File: src/rtl/lcd_seq_ctrl.sv
// rtl/lcd_seq_ctrl.sv - LCD power-up, init ROM streaming and window fill sequencer
module lcd_seq_ctrl #(
  parameter int ADDR_WIDTH = 17,
  parameter int INIT_LEN   = 107,
  parameter int H_RES      = 240,
  parameter int V_RES      = 240,
  parameter int RST_CYCLES = 1000,
  parameter int DELAY_UNIT = 1000
) (
  input  logic                  clk,
  input  logic                  rstn,
  input  logic                  start,
  output logic [ADDR_WIDTH-1:0] rom_addr,
  input  logic [9:0]            rom_data,
  input  logic                  clear_req,
  input  logic [15:0]           clear_color,
  output logic                  clear_ack,
  input  logic                  draw_req,
  input  logic [8:0]            draw_x0,
  input  logic [8:0]            draw_x1,
  input  logic [8:0]            draw_y0,
  input  logic [8:0]            draw_y1,
  input  logic [15:0]           draw_color,
  output logic                  draw_ack,
  output logic                  wr_valid,
  output logic                  wr_dc,
  output logic [7:0]            wr_data,
  input  logic                  wr_ready,
  output logic                  lcd_rst_n,
  output logic                  init_done,
  output logic                  busy,
  output logic                  done,
  output logic                  err
);

  localparam int DLY_MAX = 255 * DELAY_UNIT;
  localparam int CNT_MAX = (DLY_MAX > RST_CYCLES) ? DLY_MAX : RST_CYCLES;
  localparam int CNT_W   = $clog2(CNT_MAX + 1);
  localparam int PIX_W   = 20;

  typedef enum logic [2:0] {S_OFF, S_RST_LO, S_RST_HI, S_INIT, S_IDLE, S_WIN, S_PIX} state_t;
  // INIT sub-phase: FETCH gives the synchronous ROM its one cycle, USE consumes rom_data
  typedef enum logic [1:0] {I_FETCH, I_USE, I_DELAY, I_DRAIN} init_t;

  state_t                state_q, state_d;
  init_t                 ist_q, ist_d;
  logic [CNT_W-1:0]      cnt_q, cnt_d;
  logic [ADDR_WIDTH-1:0] rom_addr_q, rom_addr_d;
  logic                  wr_valid_q, wr_valid_d;
  logic                  wr_dc_q, wr_dc_d;
  logic [7:0]            wr_data_q, wr_data_d;
  logic                  clear_ack_q, clear_ack_d;
  logic                  draw_ack_q, draw_ack_d;
  logic                  err_q, err_d;
  logic [8:0]            x0_q, x0_d, x1_q, x1_d, y0_q, y0_d, y1_q, y1_d;
  logic [15:0]           color_q, color_d;
  logic [3:0]            bidx_q, bidx_d;
  logic                  hi_out_q, hi_out_d;
  logic [PIX_W-1:0]      pix_left_q, pix_left_d;

  logic                  accept, slot_free, rom_last, draw_bad, init_adv, enter_win;
  logic                  win_dc;
  logic [7:0]            win_data;
  logic [9:0]            win_w, win_h;
  logic [PIX_W-1:0]      pix_total;

  assign accept    = wr_valid_q & wr_ready;
  assign slot_free = ~wr_valid_q | wr_ready;
  assign rom_last  = (rom_addr_q == ADDR_WIDTH'(INIT_LEN - 1));
  assign draw_bad  = (draw_x0 > draw_x1) || (draw_y0 > draw_y1) ||
                     ({1'b0, draw_x1} >= 10'(H_RES)) || ({1'b0, draw_y1} >= 10'(V_RES));
  assign win_w     = {1'b0, x1_q} - {1'b0, x0_q} + 10'd1;
  assign win_h     = {1'b0, y1_q} - {1'b0, y0_q} + 10'd1;
  assign pix_total = PIX_W'(win_w) * PIX_W'(win_h);

  // Window-set byte selected by bidx_q; index 0 (0x2A) is preloaded on WIN entry
  always_comb begin
    win_dc   = 1'b1;
    win_data = 8'h00;
    case (bidx_q)
      4'd0:    begin win_dc = 1'b0; win_data = 8'h2A; end
      4'd1:    win_data = {7'd0, x0_q[8]};
      4'd2:    win_data = x0_q[7:0];
      4'd3:    win_data = {7'd0, x1_q[8]};
      4'd4:    win_data = x1_q[7:0];
      4'd5:    begin win_dc = 1'b0; win_data = 8'h2B; end
      4'd6:    win_data = {7'd0, y0_q[8]};
      4'd7:    win_data = y0_q[7:0];
      4'd8:    win_data = {7'd0, y1_q[8]};
      4'd9:    win_data = y1_q[7:0];
      4'd10:   begin win_dc = 1'b0; win_data = 8'h2C; end
      default: begin win_dc = 1'b1; win_data = 8'h00; end
    endcase
  end

  // State and datapath registers
  always_ff @(posedge clk or negedge rstn) begin
    if (!rstn) begin
      state_q     <= S_OFF;
      ist_q       <= I_FETCH;
      cnt_q       <= '0;
      rom_addr_q  <= '0;
      wr_valid_q  <= 1'b0;
      wr_dc_q     <= 1'b0;
      wr_data_q   <= 8'h00;
      clear_ack_q <= 1'b0;
      draw_ack_q  <= 1'b0;
      err_q       <= 1'b0;
      x0_q        <= '0;
      x1_q        <= '0;
      y0_q        <= '0;
      y1_q        <= '0;
      color_q     <= '0;
      bidx_q      <= '0;
      hi_out_q    <= 1'b0;
      pix_left_q  <= '0;
    end else begin
      state_q     <= state_d;
      ist_q       <= ist_d;
      cnt_q       <= cnt_d;
      rom_addr_q  <= rom_addr_d;
      wr_valid_q  <= wr_valid_d;
      wr_dc_q     <= wr_dc_d;
      wr_data_q   <= wr_data_d;
      clear_ack_q <= clear_ack_d;
      draw_ack_q  <= draw_ack_d;
      err_q       <= err_d;
      x0_q        <= x0_d;
      x1_q        <= x1_d;
      y0_q        <= y0_d;
      y1_q        <= y1_d;
      color_q     <= color_d;
      bidx_q      <= bidx_d;
      hi_out_q    <= hi_out_d;
      pix_left_q  <= pix_left_d;
    end
  end

  // Next state, byte register loading and request arbitration
  always_comb begin
    state_d     = state_q;
    ist_d       = ist_q;
    cnt_d       = cnt_q;
    rom_addr_d  = rom_addr_q;
    wr_valid_d  = wr_valid_q & ~wr_ready;
    wr_dc_d     = wr_dc_q;
    wr_data_d   = wr_data_q;
    clear_ack_d = 1'b0;
    draw_ack_d  = 1'b0;
    err_d       = 1'b0;
    x0_d        = x0_q;
    x1_d        = x1_q;
    y0_d        = y0_q;
    y1_d        = y1_q;
    color_d     = color_q;
    bidx_d      = bidx_q;
    hi_out_d    = hi_out_q;
    pix_left_d  = pix_left_q;
    init_adv    = 1'b0;
    enter_win   = 1'b0;

    case (state_q)
      S_OFF: begin
        if (start) begin
          state_d = S_RST_LO;
          cnt_d   = CNT_W'(RST_CYCLES);
        end
      end
      S_RST_LO: begin
        if (cnt_q <= CNT_W'(1)) begin
          state_d = S_RST_HI;
          cnt_d   = CNT_W'(RST_CYCLES);
        end else begin
          cnt_d = cnt_q - CNT_W'(1);
        end
      end
      S_RST_HI: begin
        if (cnt_q <= CNT_W'(1)) begin
          state_d    = S_INIT;
          ist_d      = I_FETCH;
          rom_addr_d = '0;
        end else begin
          cnt_d = cnt_q - CNT_W'(1);
        end
      end
      S_INIT: begin
        case (ist_q)
          I_FETCH: ist_d = I_USE;
          I_USE: begin
            // rom_addr is held while the byte slot is busy, so rom_data stays valid
            if (slot_free) begin
              if (!rom_data[9]) begin
                wr_valid_d = 1'b1;
                wr_dc_d    = rom_data[8];
                wr_data_d  = rom_data[7:0];
                init_adv   = 1'b1;
              end else if (rom_data[7:0] == 8'd0) begin
                init_adv = 1'b1;
              end else begin
                cnt_d = CNT_W'(32'(rom_data[7:0]) * DELAY_UNIT);
                ist_d = I_DELAY;
              end
            end
          end
          I_DELAY: begin
            if (cnt_q <= CNT_W'(1)) init_adv = 1'b1;
            else                    cnt_d    = cnt_q - CNT_W'(1);
          end
          default: begin
            if (slot_free) state_d = S_IDLE;
          end
        endcase
        if (init_adv) begin
          if (rom_last) begin
            ist_d = I_DRAIN;
          end else begin
            rom_addr_d = rom_addr_q + ADDR_WIDTH'(1);
            ist_d      = I_FETCH;
          end
        end
      end
      S_IDLE: begin
        if (start) begin
          state_d = S_RST_LO;
          cnt_d   = CNT_W'(RST_CYCLES);
        end else if (!clear_ack_q && !draw_ack_q) begin
          // Skip the ack cycle: the requester still holds its level until it sees the ack
          if (clear_req) begin
            clear_ack_d = 1'b1;
            x0_d        = '0;
            x1_d        = 9'(H_RES - 1);
            y0_d        = '0;
            y1_d        = 9'(V_RES - 1);
            color_d     = clear_color;
            enter_win   = 1'b1;
          end else if (draw_req) begin
            draw_ack_d = 1'b1;
            if (draw_bad) begin
              err_d = 1'b1;
            end else begin
              x0_d      = draw_x0;
              x1_d      = draw_x1;
              y0_d      = draw_y0;
              y1_d      = draw_y1;
              color_d   = draw_color;
              enter_win = 1'b1;
            end
          end
        end
        if (enter_win) begin
          state_d    = S_WIN;
          wr_valid_d = 1'b1;
          wr_dc_d    = 1'b0;
          wr_data_d  = 8'h2A;
          bidx_d     = 4'd1;
        end
      end
      S_WIN: begin
        if (accept) begin
          wr_valid_d = 1'b1;
          if (bidx_q == 4'd11) begin
            state_d    = S_PIX;
            wr_dc_d    = 1'b1;
            wr_data_d  = color_q[15:8];
            hi_out_d   = 1'b1;
            pix_left_d = pix_total - PIX_W'(1);
          end else begin
            wr_dc_d   = win_dc;
            wr_data_d = win_data;
            bidx_d    = bidx_q + 4'd1;
          end
        end
      end
      S_PIX: begin
        if (accept) begin
          if (hi_out_q) begin
            wr_valid_d = 1'b1;
            wr_data_d  = color_q[7:0];
            hi_out_d   = 1'b0;
          end else if (pix_left_q == '0) begin
            state_d = S_IDLE;
          end else begin
            wr_valid_d = 1'b1;
            wr_data_d  = color_q[15:8];
            hi_out_d   = 1'b1;
            pix_left_d = pix_left_q - PIX_W'(1);
          end
        end
      end
      default: state_d = S_OFF;
    endcase
  end

  // State-decoded outputs
  always_comb begin
    lcd_rst_n = ~((state_q == S_OFF) || (state_q == S_RST_LO));
    init_done = (state_q == S_IDLE) || (state_q == S_WIN) || (state_q == S_PIX);
    busy      = ~((state_q == S_OFF) || (state_q == S_IDLE));
    done      = (state_q == S_PIX) && accept && !hi_out_q && (pix_left_q == '0);
  end

  assign rom_addr  = rom_addr_q;
  assign wr_valid  = wr_valid_q;
  assign wr_dc     = wr_dc_q;
  assign wr_data   = wr_data_q;
  assign clear_ack = clear_ack_q;
  assign draw_ack  = draw_ack_q;
  assign err       = err_q;

endmodule

File: config.mk
export PLATFORM = sky130hd
export DESIGN_NAME = lcd_seq_ctrl
export DESIGN_NICKNAME = d
export VERILOG_FILES = /design/src/rtl/lcd_seq_ctrl.sv
export SDC_FILE = /design/constraint.sdc
export NUM_CORES = 1
export LEC_CHECK = 0
export BUFFER_PORTS_ARGS = -buffer_cell sky130_fd_sc_hd__buf_2
export CORE_ASPECT_RATIO = 1.4
export CORE_MARGIN = 3
export CORE_UTILIZATION = 50
export DETAILED_ROUTE_END_ITERATION = 16
export GPL_TIMING_DRIVEN = 0
export MAX_ROUTING_LAYER = met4
export PLACE_DENSITY = 0.76
export SYNTH_ARGS = -nofsm -noshare
export SYNTH_HDL_FRONTEND = slang
export SYNTH_SLANG_ARGS = --single-unit
File: constraint.sdc
create_clock -name clk -period 17.44 [get_ports clk]
set_clock_uncertainty 0.15 [all_clocks]
set_input_delay 1.744 -clock clk [delete_from_list [all_inputs] [get_ports clk]]
set_output_delay 1.744 -clock clk [all_outputs]
set_load 0.1 [all_outputs]
# --- Word-level counts from Yosys, hierarchy flattened ---
# Index checks and enable logic that the tools add are counted.
totals:
  in_bits: 84
  ff_bits: 130
  out_inout_bits: 34
classes:
  n_mux: 118
  add_sub_neg: 9
  reduce_logical: 39
  magnitude_cmp: 5
  mul: 2
  bitwise: 8
  eq_ne: 47
ops:
  columns: ["operator", "count"]
  rows:
  - ["18-bit 2-to-1 mux", 6]
  - ["9-bit 2-to-1 mux", 12]
  - ["20-bit 2-to-1 mux", 5]
  - ["8-bit case mux with 11 select lines", 1]
  - ["8-bit 2-to-1 mux", 9]
  - ["18-bit case mux with 4 select lines", 1]
  - ["17-bit 2-to-1 mux", 3]
  - ["16-bit 2-to-1 mux", 3]
  - ["1-bit 2-to-1 mux", 46]
  - ["20-bit case mux with 2 select lines", 1]
  - ["20-bit by 1-bit subtractor with 20-bit output, second input constant", 2]
  - ["18-bit case mux with 2 select lines", 1]
  - ["17-bit case mux with 2 select lines", 1]
  - ["3-bit 2-to-1 mux", 11]
  - ["2-bit inequality test, second input constant", 16]
  - ["8-bit case mux with 4 select lines", 1]
  - ["6-bit AND reduction", 4]
  - ["3-bit case mux with 7 select lines", 1]
  - ["10-bit by 1-bit adder with 10-bit output, second input constant", 2]
  - ["20-bit zero test", 1]
  - ["10-bit by 10-bit multiplier with 20-bit output", 1]
  - ["9-bit by 9-bit subtractor with 10-bit output", 2]
  - ["9-bit by 8-bit >= comparator with 1-bit output, second input constant", 2]
  - ["9-bit greater-than comparator", 2]
  - ["other kinds (46)", 94]

# --- Longest topological paths before layout ---
# Gate-level depths: netlist (run 1).
depth:
  ltp_word: 12
  depth_mapped: 28
  ltp_nobuf: 28

# --- Least setup slack after synthesis (run 1) ---
# OpenSTA, ideal clock, no wires.
synth_path:
  path_type: "reg2reg"
  start: "reg x0_q[1]"
  end: "reg pix_left_q[19]"
  path_slack_ns: 10.446
  arrival_time_ns: 6.711
  setup_ns: 0.132
  path_buffers: 0
  required_ns: 17.158
  path_stages_with_launch: 28
  synth_period_minus_slack_ns: 6.994
  path_cell_list: "dfrtp_1 ha_1 inv_1 ha_1 fa_1 a21o_1 a21oi_1 o21bai_1 a21oi_1 a21oi_1 xnor2_1 nand2_1 fa_1 inv_1 fa_1 fa_1 fa_1 inv_1 fa_1 inv_1 ha_1 nand3_1 o22ai_1 nor3_1 a2111oi_0 o211ai_1 mux2i_1 o21ai_0"
synth_between:
  elab_chain_cells: 7
synth_lines:
  columns: ["item", "line", "source"]
  rows:
  - ["start, declared", "55", "logic [8:0] x0_q, x0_d, x1_q, x1_d, y0_q, y0_d, y1_q, y1_d;"]
  - ["start signal, assigned", "109", "x0_q <= '0;"]
  - ["start signal, assigned", "128", "x0_q <= x0_d;"]
  - ["9-bit by 9-bit subtractor with 10-bit output", "72", "assign win_w = {1'b0, x1_q} - {1'b0, x0_q} + 10'd1;"]
  - ["10-bit by 1-bit adder with 10-bit output", "72", null]
  - ["10-bit by 10-bit multiplier with 20-bit output", "74", "assign pix_total = PIX_W'(win_w) * PIX_W'(win_h);"]
  - ["20-bit by 1-bit subtractor with 20-bit output", "266", "pix_left_d = pix_total - PIX_W'(1);"]
  - ["20-bit 2-to-1 mux", "261", "if (bidx_q == 4'd11) begin"]
  - ["20-bit 2-to-1 mux", "259", "if (accept) begin"]
  - ["20-bit case mux with 2 select lines", "162", "case (state_q)"]
  - ["end signal, assigned", "135", "pix_left_q <= pix_left_d;"]
  - ["end, declared", "59", "logic [PIX_W-1:0] pix_left_q, pix_left_d;"]
# Every way passes these cells. The select of a mux whose other input is x is not followed.
# A chain may end at the register's enable or synchronous reset.

# --- Worst setup path in the final report (run 1) ---
# Ends and elaborated chain as after synthesis.

==> reports/results.txt, run 1 <==
Final TNS setup - 0 ps
Final worst path period need - 8081 ps
Mux cell area share after synthesis - 0.02938
Status - finished clean
Die W - 146.6 um
Initial antenna violation count - 2
# setup viols final - 0
#FFs+latches synth - 130
Crit-path max cell delay - 660 ps
Clock root buffer - clkbuf_16
Initial Util - 0.5108
Nets - 2074
Gr usage total - 0.2609
Initial drt markers - 902
Fraction of layout cells with a size suffix above 1 - 0.1042
Final Hold Vio Count - 0
Crit path DAT - 8260 ps
Seq/Total Area, Yosys - 0.2350
Vias per Instance - 5.823
Hold Path Origin - color_q[7]$_DFFE_PN0P_
Area of the multi-input gates - 0.009644 mm^2
Core footprint - 0.02709 mm^2
RSZ-0062 raised after global routing - no
Post-CTS setup buffers - 0
Synth Area in XOR/XNOR - 0.03417
Part of the cycle the worst path needs - 0.4633
Worst Setup Start Kind - register
Number of synthesized flops with an enable pin - 0
Fillers - 2404
Placer Congestion - 0.9856
Post-synthesis simple-gate area fraction - 0.1822
F_max - 0.1238 GHz
Buffers on Ports - 116
Ports - 118
Drt first pass iters - 8
Synth async-reset ratio - 1.000
Largest fanout on the critical path - 10
Critical path's slowest cell - xnor2_1
Adder-cell share of the synthesized area - 0.2833
Worst setup EP type - register
RR Startpoint - x0_q[1]$_DFFE_PN0P_
Die area - 0.02974 mm^2
Vias in the first global route - 12780
DRT antenna net count - 0
Synth warn - 0
Critical Path RT - 17620 ps
CTS resizes - 0
HP Class - reg -> reg
Final Max Tran Viols - 0
Residual DRC - 0
Slew @ Worst Pin - 1061 ps
Largest family of logic cells by synthesized area - adder cells
Remaining Overflow, GRT - 0
Die Ht - 202.9 um
Delay-heaviest family, CP - adder cells
Synth cell types - 81
Crit Path Category - reg -> reg
Via count - 12310
Count of clock tree sinks - 130
TritonCTS Buffers - 17
Average size of a mapped cell - 8.667 um^2
Hpwl dp - 29720 um
Cts hold-fix bufs - 0
Gate Count Post-Synth - 1597
Relative max-transition margin - 0.2873
TritonCTS clock tree - done
Largest net degree at the start of global routing - 88
Mapped Area - 0.01384 mm^2
Most used DFF post-synth - dfrtp_1
Clock buffer depth - 2
Htree depth - 4
CP dominant cell by count - fa_1
Reg area - 0.003253 mm^2
Synthesized Nets - 1938
CTS clock-pin slew for the worst setup and hold paths - 60 ps
Compound-Gate Fraction of Synth Area - 0.1677
Area grow syn2layout - 12.00%
Routed WL - 37230 um
Number of max-cap violations - 0
DR WL/cell - 17.62 um
Buf/Inv on CP - 4
Critical path startpoint - x0_q[1]$_DFFE_PN0P_
First-pass GRT wire length - 62310 um
Row count - 71
Worst skew pair latency - 430 ps
Yosys cell counts (all sizes together) (13+ instances only):
cell type / number / area (um^2)
inv: 186 / 698.2
nand2: 181 / 681.9
ha: 163 / 2039
dfrtp: 130 / 3253
nor2: 110 / 412.9
o21ai: 109 / 549.3
fa: 94 / 1882
a21oi: 90 / 454.2
clkbuf: 50 / 217.7
and2: 49 / 306.5
nor3: 37 / 190.2
xnor2: 34 / 297.8
nand2b: 31 / 193.9
mux2i: 26 / 260.3
nand3: 22 / 110.1
xor2: 20 / 175.2
a22oi: 17 / 127.6
a21o: 16 / 120.1
a31oi: 16 / 100.1
o211ai: 15 / 112.6
a211oi: 14 / 105.1
mux2: 13 / 146.4
nor2b: 13 / 81.33
worst register-to-register path, cell delays in order, from the launching register on:
cell,delay [ps]
dfrtp_1,450
ha_1,310
inv_1,40
ha_1,230
fa_1,400
a21o_1,190
a21oi_1,210
o21bai_1,80
a21oi_1,220
a21oi_1,120
xnor2_1,660
nand2_1,160
fa_1,520
inv_1,60
fa_1,520
fa_1,450
fa_1,550
inv_1,60
fa_1,530
inv_1,40
ha_1,370
nand3_1,130
o22ai_1,230
nor3_1,120
a2111oi_0,650
o211ai_1,180
mux2i_1,150
o21ai_0,190
metrics by stage:
step	utilization	std cells	instance area, um^2	worst slack, ps	hold WS (ps)
2_1_floorplan	-	1597	13840	10450	294.4
3_3_place_gp	0.5491	2078	14880	9574	312.6
3_5_place_dp	0.5504	2079	14910	9349	319.9
4_1_cts	0.5719	2111	15500	9316	332.7
5_1_grt	0.5721	2113	15500	8769	369.5
6_report	0.5721	2113	15500	9359	326.5
state kept, by name, summed over array words and instances (netlist names):
signal / count
cnt_q: 18
wr_valid: 1
state_q: 3
x0_q: 9
bidx_q: 4
wr_dc: 1
ist_q: 2
clear_ack: 1
err: 1
color_q: 16
rom_addr: 17
pix_left_q: 20
x1_q: 9
wr_data: 8
hi_out_q: 1
y1_q: 9
draw_ack: 1
y0_q: 9
per-layer routing:
metal | track usage | part of all wire
met1 | 0.2989 | 0.40
met2 | 0.4590 | 0.52
met3 | 0.03282 | 0.047
met4 | 0.1116 | 0.041
met5 | - | 0
cells by family (layout without fill, tap and decap cells):
group                    count (synthesis)  count (layout)
AO/OA/AOI/OAI                          367             367
buffers and inverters                  240             389
other                                    0               2
multiplexers                            39              39
adder cells (fa/ha/maj)                257             257
XOR/XNOR                                54              54
flip-flops                             130             130
AND/OR/NAND/NOR                        510             510
final cells by class:
cell class	count	area share
Multi-Input combinational cell	1227	0.6222
Inverter	187	0.04528
Antenna cell	2	0.0003229
Buffer	53	0.01558
Clock inverter	8	0.006619
Clock buffer	24	0.03108
Timing Repair Buffer	117	0.03963
Tap cell	365	0.02946
Sequential cell	130	0.2099
path summary, 6_finish.rpt:
check / endpoint / slack (ps) / depth (start not counted)
setup / recovery: pix_left_q[19]$_DFFE_PN0P_ / 9360 / 27
hold / removal: color_q[7]$_DFFE_PN0P_ / 330 / 2
setup reg to reg: pix_left_q[19]$_DFFE_PN0P_ / 9360 / 27
hold reg to reg: color_q[7]$_DFFE_PN0P_ / 330 / 2
max in group asynchronous: x0_q[4]$_DFFE_PN0P_ / 15250 / 2
min in group asynchronous: pix_left_q[3]$_DFFE_PN0P_ / 1080 / 1
layout by cell type, fill, tap and decap left out, drive strengths merged, types with 8 or more instances in the layout:
| cell | synthesis | routed |
|---|---|---|
| mux2i | 26 | 26 |
| inv | 186 | 186 |
| nand4 | 8 | 8 |
| a211oi | 14 | 14 |
| nor2b | 13 | 13 |
| nand2b | 31 | 31 |
| xnor2 | 34 | 34 |
| dfrtp | 130 | 130 |
| nor2 | 110 | 110 |
| buf | 3 | 120 |
| clkbuf | 50 | 74 |
| o211ai | 15 | 15 |
| and2 | 49 | 49 |
| nand3 | 22 | 22 |
| nor4 | 11 | 11 |
| fa | 94 | 94 |
| a22oi | 17 | 17 |
| o21a | 12 | 12 |
| a31oi | 16 | 16 |
| a21oi | 90 | 90 |
| o221ai | 8 | 8 |
| o22ai | 10 | 10 |
| o21ai | 109 | 109 |
| nor3 | 37 | 37 |
| o31ai | 12 | 12 |
| a21o | 16 | 16 |
| mux2 | 13 | 13 |
| or3 | 9 | 9 |
| xor2 | 20 | 20 |
| ha | 163 | 163 |
| nand2 | 181 | 181 |
Power of run 1 is not shown: default switching activity piles up to over one toggle a cycle in this logic, so the estimate is an artifact.
==> run 2, diff against run 1 <==
--- a/config.mk
+++ b/config.mk
@@ -5,6 +5,7 @@
 export SDC_FILE = /design/constraint.sdc
 export NUM_CORES = 1
 export LEC_CHECK = 0
+export ABC_AREA = 1
 export BUFFER_PORTS_ARGS = -buffer_cell sky130_fd_sc_hd__buf_2
 export CORE_ASPECT_RATIO = 1.4
 export CORE_MARGIN = 3
@@ -12,7 +13,7 @@
 export DETAILED_ROUTE_END_ITERATION = 16
 export GPL_TIMING_DRIVEN = 0
 export MAX_ROUTING_LAYER = met4
-export PLACE_DENSITY = 0.76
+export PLACE_DENSITY = 0.75
 export SYNTH_ARGS = -nofsm -noshare
 export SYNTH_HDL_FRONTEND = slang
 export SYNTH_SLANG_ARGS = --single-unit
==> constraint.sdc (replaced) <==
create_clock -name clk -period 7.9 [get_ports clk]
set_clock_uncertainty 0.15 [all_clocks]
set_input_delay 0.79 -clock clk [delete_from_list [all_inputs] [get_ports clk]]
set_output_delay 0.79 -clock clk [all_outputs]
set_load 0.1 [all_outputs]
==> run 2 against run 1 <==
Die area up 6.1%. Maximum frequency increased by 12%. Setup slack worse by 8600 ps. Largest cell class unchanged. Final cell count rose by 20%. Utilization shrank 0.25 points. Flip-flop and latch count unchanged. Cell area up 5.4%. Non-clock buffer count is 8 lower. Synthesized area grew 6.3%. Sequential share of layout area down 1.1 points.
==> reports/results.txt, run 2 <==
Status - finished clean
#FFs+latches synth - 130 (unchanged)
Synth cell types - 53 (-35%)
M3 GR Usage - 0.03818 (+0.005358)
Synth area leader - dfrtp_1
Hpwl dp - 32880 um (+11%)
Largest fanout on the critical path - 7 (-3)
DRT antenna net count - 0 (unchanged)
Largest Register - pix_left_q
Ports - 118 (unchanged)
Die Ht - 209.0 um (+3.0%)
Core footprint - 0.02868 mm^2 (+5.9%)
Synth top area share - 0.2211 (-0.01393)
Commonest cells after routing, fill and taps aside - 461 x nand2_1, 345 x inv_1, 163 x ha_1
Seq/Total Area, Yosys - 0.2211 (-0.01393)
Mux cell area share after synthesis - 0 (-0.02938)
Fillers - 2777 (+16%)
Delay-heaviest family, CP - adder cells
Cts hold-fix bufs - 0 (unchanged)
DR WL/cell - 16.13 um (-8.5%)
Synth Area in XOR/XNOR - 0.03274 (-0.001430)
Worst setup EP type - register
Relative max-transition margin - 0.3096 (+0.02237)
Final Hold Vio Count - 0 (unchanged)
Synth async-reset ratio - 1.000 (unchanged)
Crit Path Category - reg -> reg
Slew @ Worst Pin - 1032 ps (-29.43 ps)
Most used DFF post-synth - dfrtp_1
Number of synthesized flops with an enable pin - 0 (unchanged)
Nets - 2479 (+20%)
Gate Count Post-Synth - 2001 (+25%)
Clock buffer depth - 2 (unchanged)
Worst Setup Start Kind - register
Buf/Inv on CP - 5 (+1)
Synth warn - 0 (unchanged)
Routed WL - 40740 um (+9.4%)
Final Max Tran Viols - 0 (unchanged)
Critical Path RT - 8110 ps (-9510 ps)
Average size of a mapped cell - 7.353 um^2 (-15%)
Largest net degree at the start of global routing - 85 (-3.4%)
Max reg flops - 20 (unchanged)
Die area - 0.03155 mm^2 (+6.1%)
TritonCTS Buffers - 17 (unchanged)
Gr usage total - 0.2751 (+0.01422)
Most common cell after layout, fill and taps aside - nand2_1
R2r setup slk - 710 ps (-8650 ps)
Placer Congestion - 0.9890 (+0.34%)
Initial Util - 0.5130 (+0.002172)
Remaining Overflow, GRT - 0 (unchanged)
Met2 GRT Util - 0.4750 (+0.01598)
Most frequent cell after synthesis - nand2_1
Post-synthesis simple-gate area fraction - 0.2473 (+0.06505)
Final TNS setup - 0 ps (unchanged)
Crit-path max cell delay - 560 ps (-100 ps)
Vias per Instance - 5.452 (-6.4%)
GR peak layer - met2
First-pass GRT wire length - 68500 um (+9.9%)
Drt first pass iters - 5 (-3)
Fraction of layout cells with a size suffix above 1 - 0.1163 (+0.01204)
F_max - 0.1391 GHz (+12%)
Clock root buffer - clkbuf_16
TritonCTS clock tree - done
Initial antenna violation count - 1 (-1)
Top cells by count, synth - 461 x nand2_1, 345 x inv_1, 163 x ha_1
Compound-Gate Fraction of Synth Area - 0.1244 (-0.04328)
Post-CTS setup buffers - 0 (unchanged)
Ranking of synthesized cells by area - dfrtp_1 22%, ha_1 14%, fa_1 13%, nand2_1 12%, inv_1 8.8%
Part of the cycle the worst path needs - 0.9098 (+0.4464)
Area of the multi-input gates - 0.009872 mm^2 (+2.4%)
Htree depth - 4 (unchanged)
Final worst path period need - 7187 ps (-893.3 ps)
Buffers on Ports - 117 (+0.86%)
RSZ-0062 raised after global routing - no
CTS resizes - 0 (unchanged)
Count of clock tree sinks - 130 (unchanged)
Critical path's slowest cell - fa_1
CTS clock-pin slew for the worst setup and hold paths - 60 ps (about the same)
Area grow syn2layout - 11.04%
Largest family of logic cells by synthesized area - adder cells
Vias in the first global route - 14220 (+11%)
# setup viols final - 0 (unchanged)
HP Class - in -> async
Synthesized Nets - 2342 (+21%)
Reg area - 0.003253 mm^2 (unchanged)
Row count - 73 (+2.8%)
Adder-cell share of the synthesized area - 0.2665 (-0.01679)
Mapped Area - 0.01471 mm^2 (+6.3%)
R2R depth - 29 (+7.4%)
Initial drt markers - 849 (-5.9%)
Met1 Usage GRT - 0.3117 (+0.01279)
Worst skew pair latency - 430 ps (about the same)
RR Startpoint - x0_q[1]$_DFFE_PN0P_
Residual DRC - 0 (unchanged)
R2R Path End - pix_left_q[19]$_DFFE_PN0P_
Number of max-cap violations - 0 (unchanged)
Die W - 151.0 um (+3.0%)
Crit path DAT - 7400 ps (-860 ps)
Via count - 13770 (+12%)
## run 2: worst register-to-register path: cells and delay by family, from the launching register on
family	cells	cell delay, ps
and+or+nand+nor	10	1410
buffers and inverters	5	480
xor gates and xnor gates	1	210
DFF	1	420
AOI/OAI and AO/OA	4	570
adders and majority gates	9	3880
## run 2: worst max-delay path by stage
stage | from | to | cells after the start
floorplan | x0_q[1]$_DFFE_PN0P_ | pix_left_q[14]$_DFFE_PN0P_ | 28
global placement | x0_q[1]$_DFFE_PN0P_ | pix_left_q[14]$_DFFE_PN0P_ | 28
detailed placement | x0_q[1]$_DFFE_PN0P_ | pix_left_q[14]$_DFFE_PN0P_ | 28
CTS | x0_q[1]$_DFFE_PN0P_ | pix_left_q[14]$_DFFE_PN0P_ | 28
global route | x1_q[1]$_DFFE_PN0P_ | pix_left_q[11]$_DFFE_PN0P_ | 31
finish | x0_q[1]$_DFFE_PN0P_ | pix_left_q[19]$_DFFE_PN0P_ | 29
## run 2: cell type report
type / instances / area share
clock buffer: 17 / 0.02604
buffer: 44 / 0.01478
sequential: 130 / 0.1991
tap: 375 / 0.02872
multi-input combinational: 1469 / 0.6043
inverter: 358 / 0.08241
clock inverter: 14 / 0.006587
timing repair buffer: 118 / 0.03791
antenna: 1 / 0.0001532
## run 2: logic make-up (layout without fill, tap and decap cells)
kind of cell / Yosys count / in the layout
xor gates and xnor gates: 55 / 55
and+or+nand+nor: 844 / 844
other: 0 / 1
DFF: 130 / 130
adders and majority gates: 257 / 257
AOI/OAI and AO/OA: 313 / 313
buffers and inverters: 402 / 551
## run 2: layer usage
metal | share of wire | up-vias
li1 | - | 6699
met1 | 0.39 | 6539
met2 | 0.52 | 403
met3 | 0.042 | 132
met4 | 0.047 | 0
met5 | 0 | -
## run 2: per-stage QoR
stage               setup slack (ps)  instances  hold WS [ps]    util  cell area [um^2]
floorplan                       1578       2001         299.4       -             14710
global placement               788.2       2493         308.2  0.5498             15770
detailed placement             783.1       2494         311.4  0.5510             15800
CTS                            738.5       2525         149.9  0.5695             16330
global route                   159.7       2526         163.2  0.5696             16340
finish                         712.7       2526         143.1  0.5696             16340
Power of run 2 is left out for the same reason.
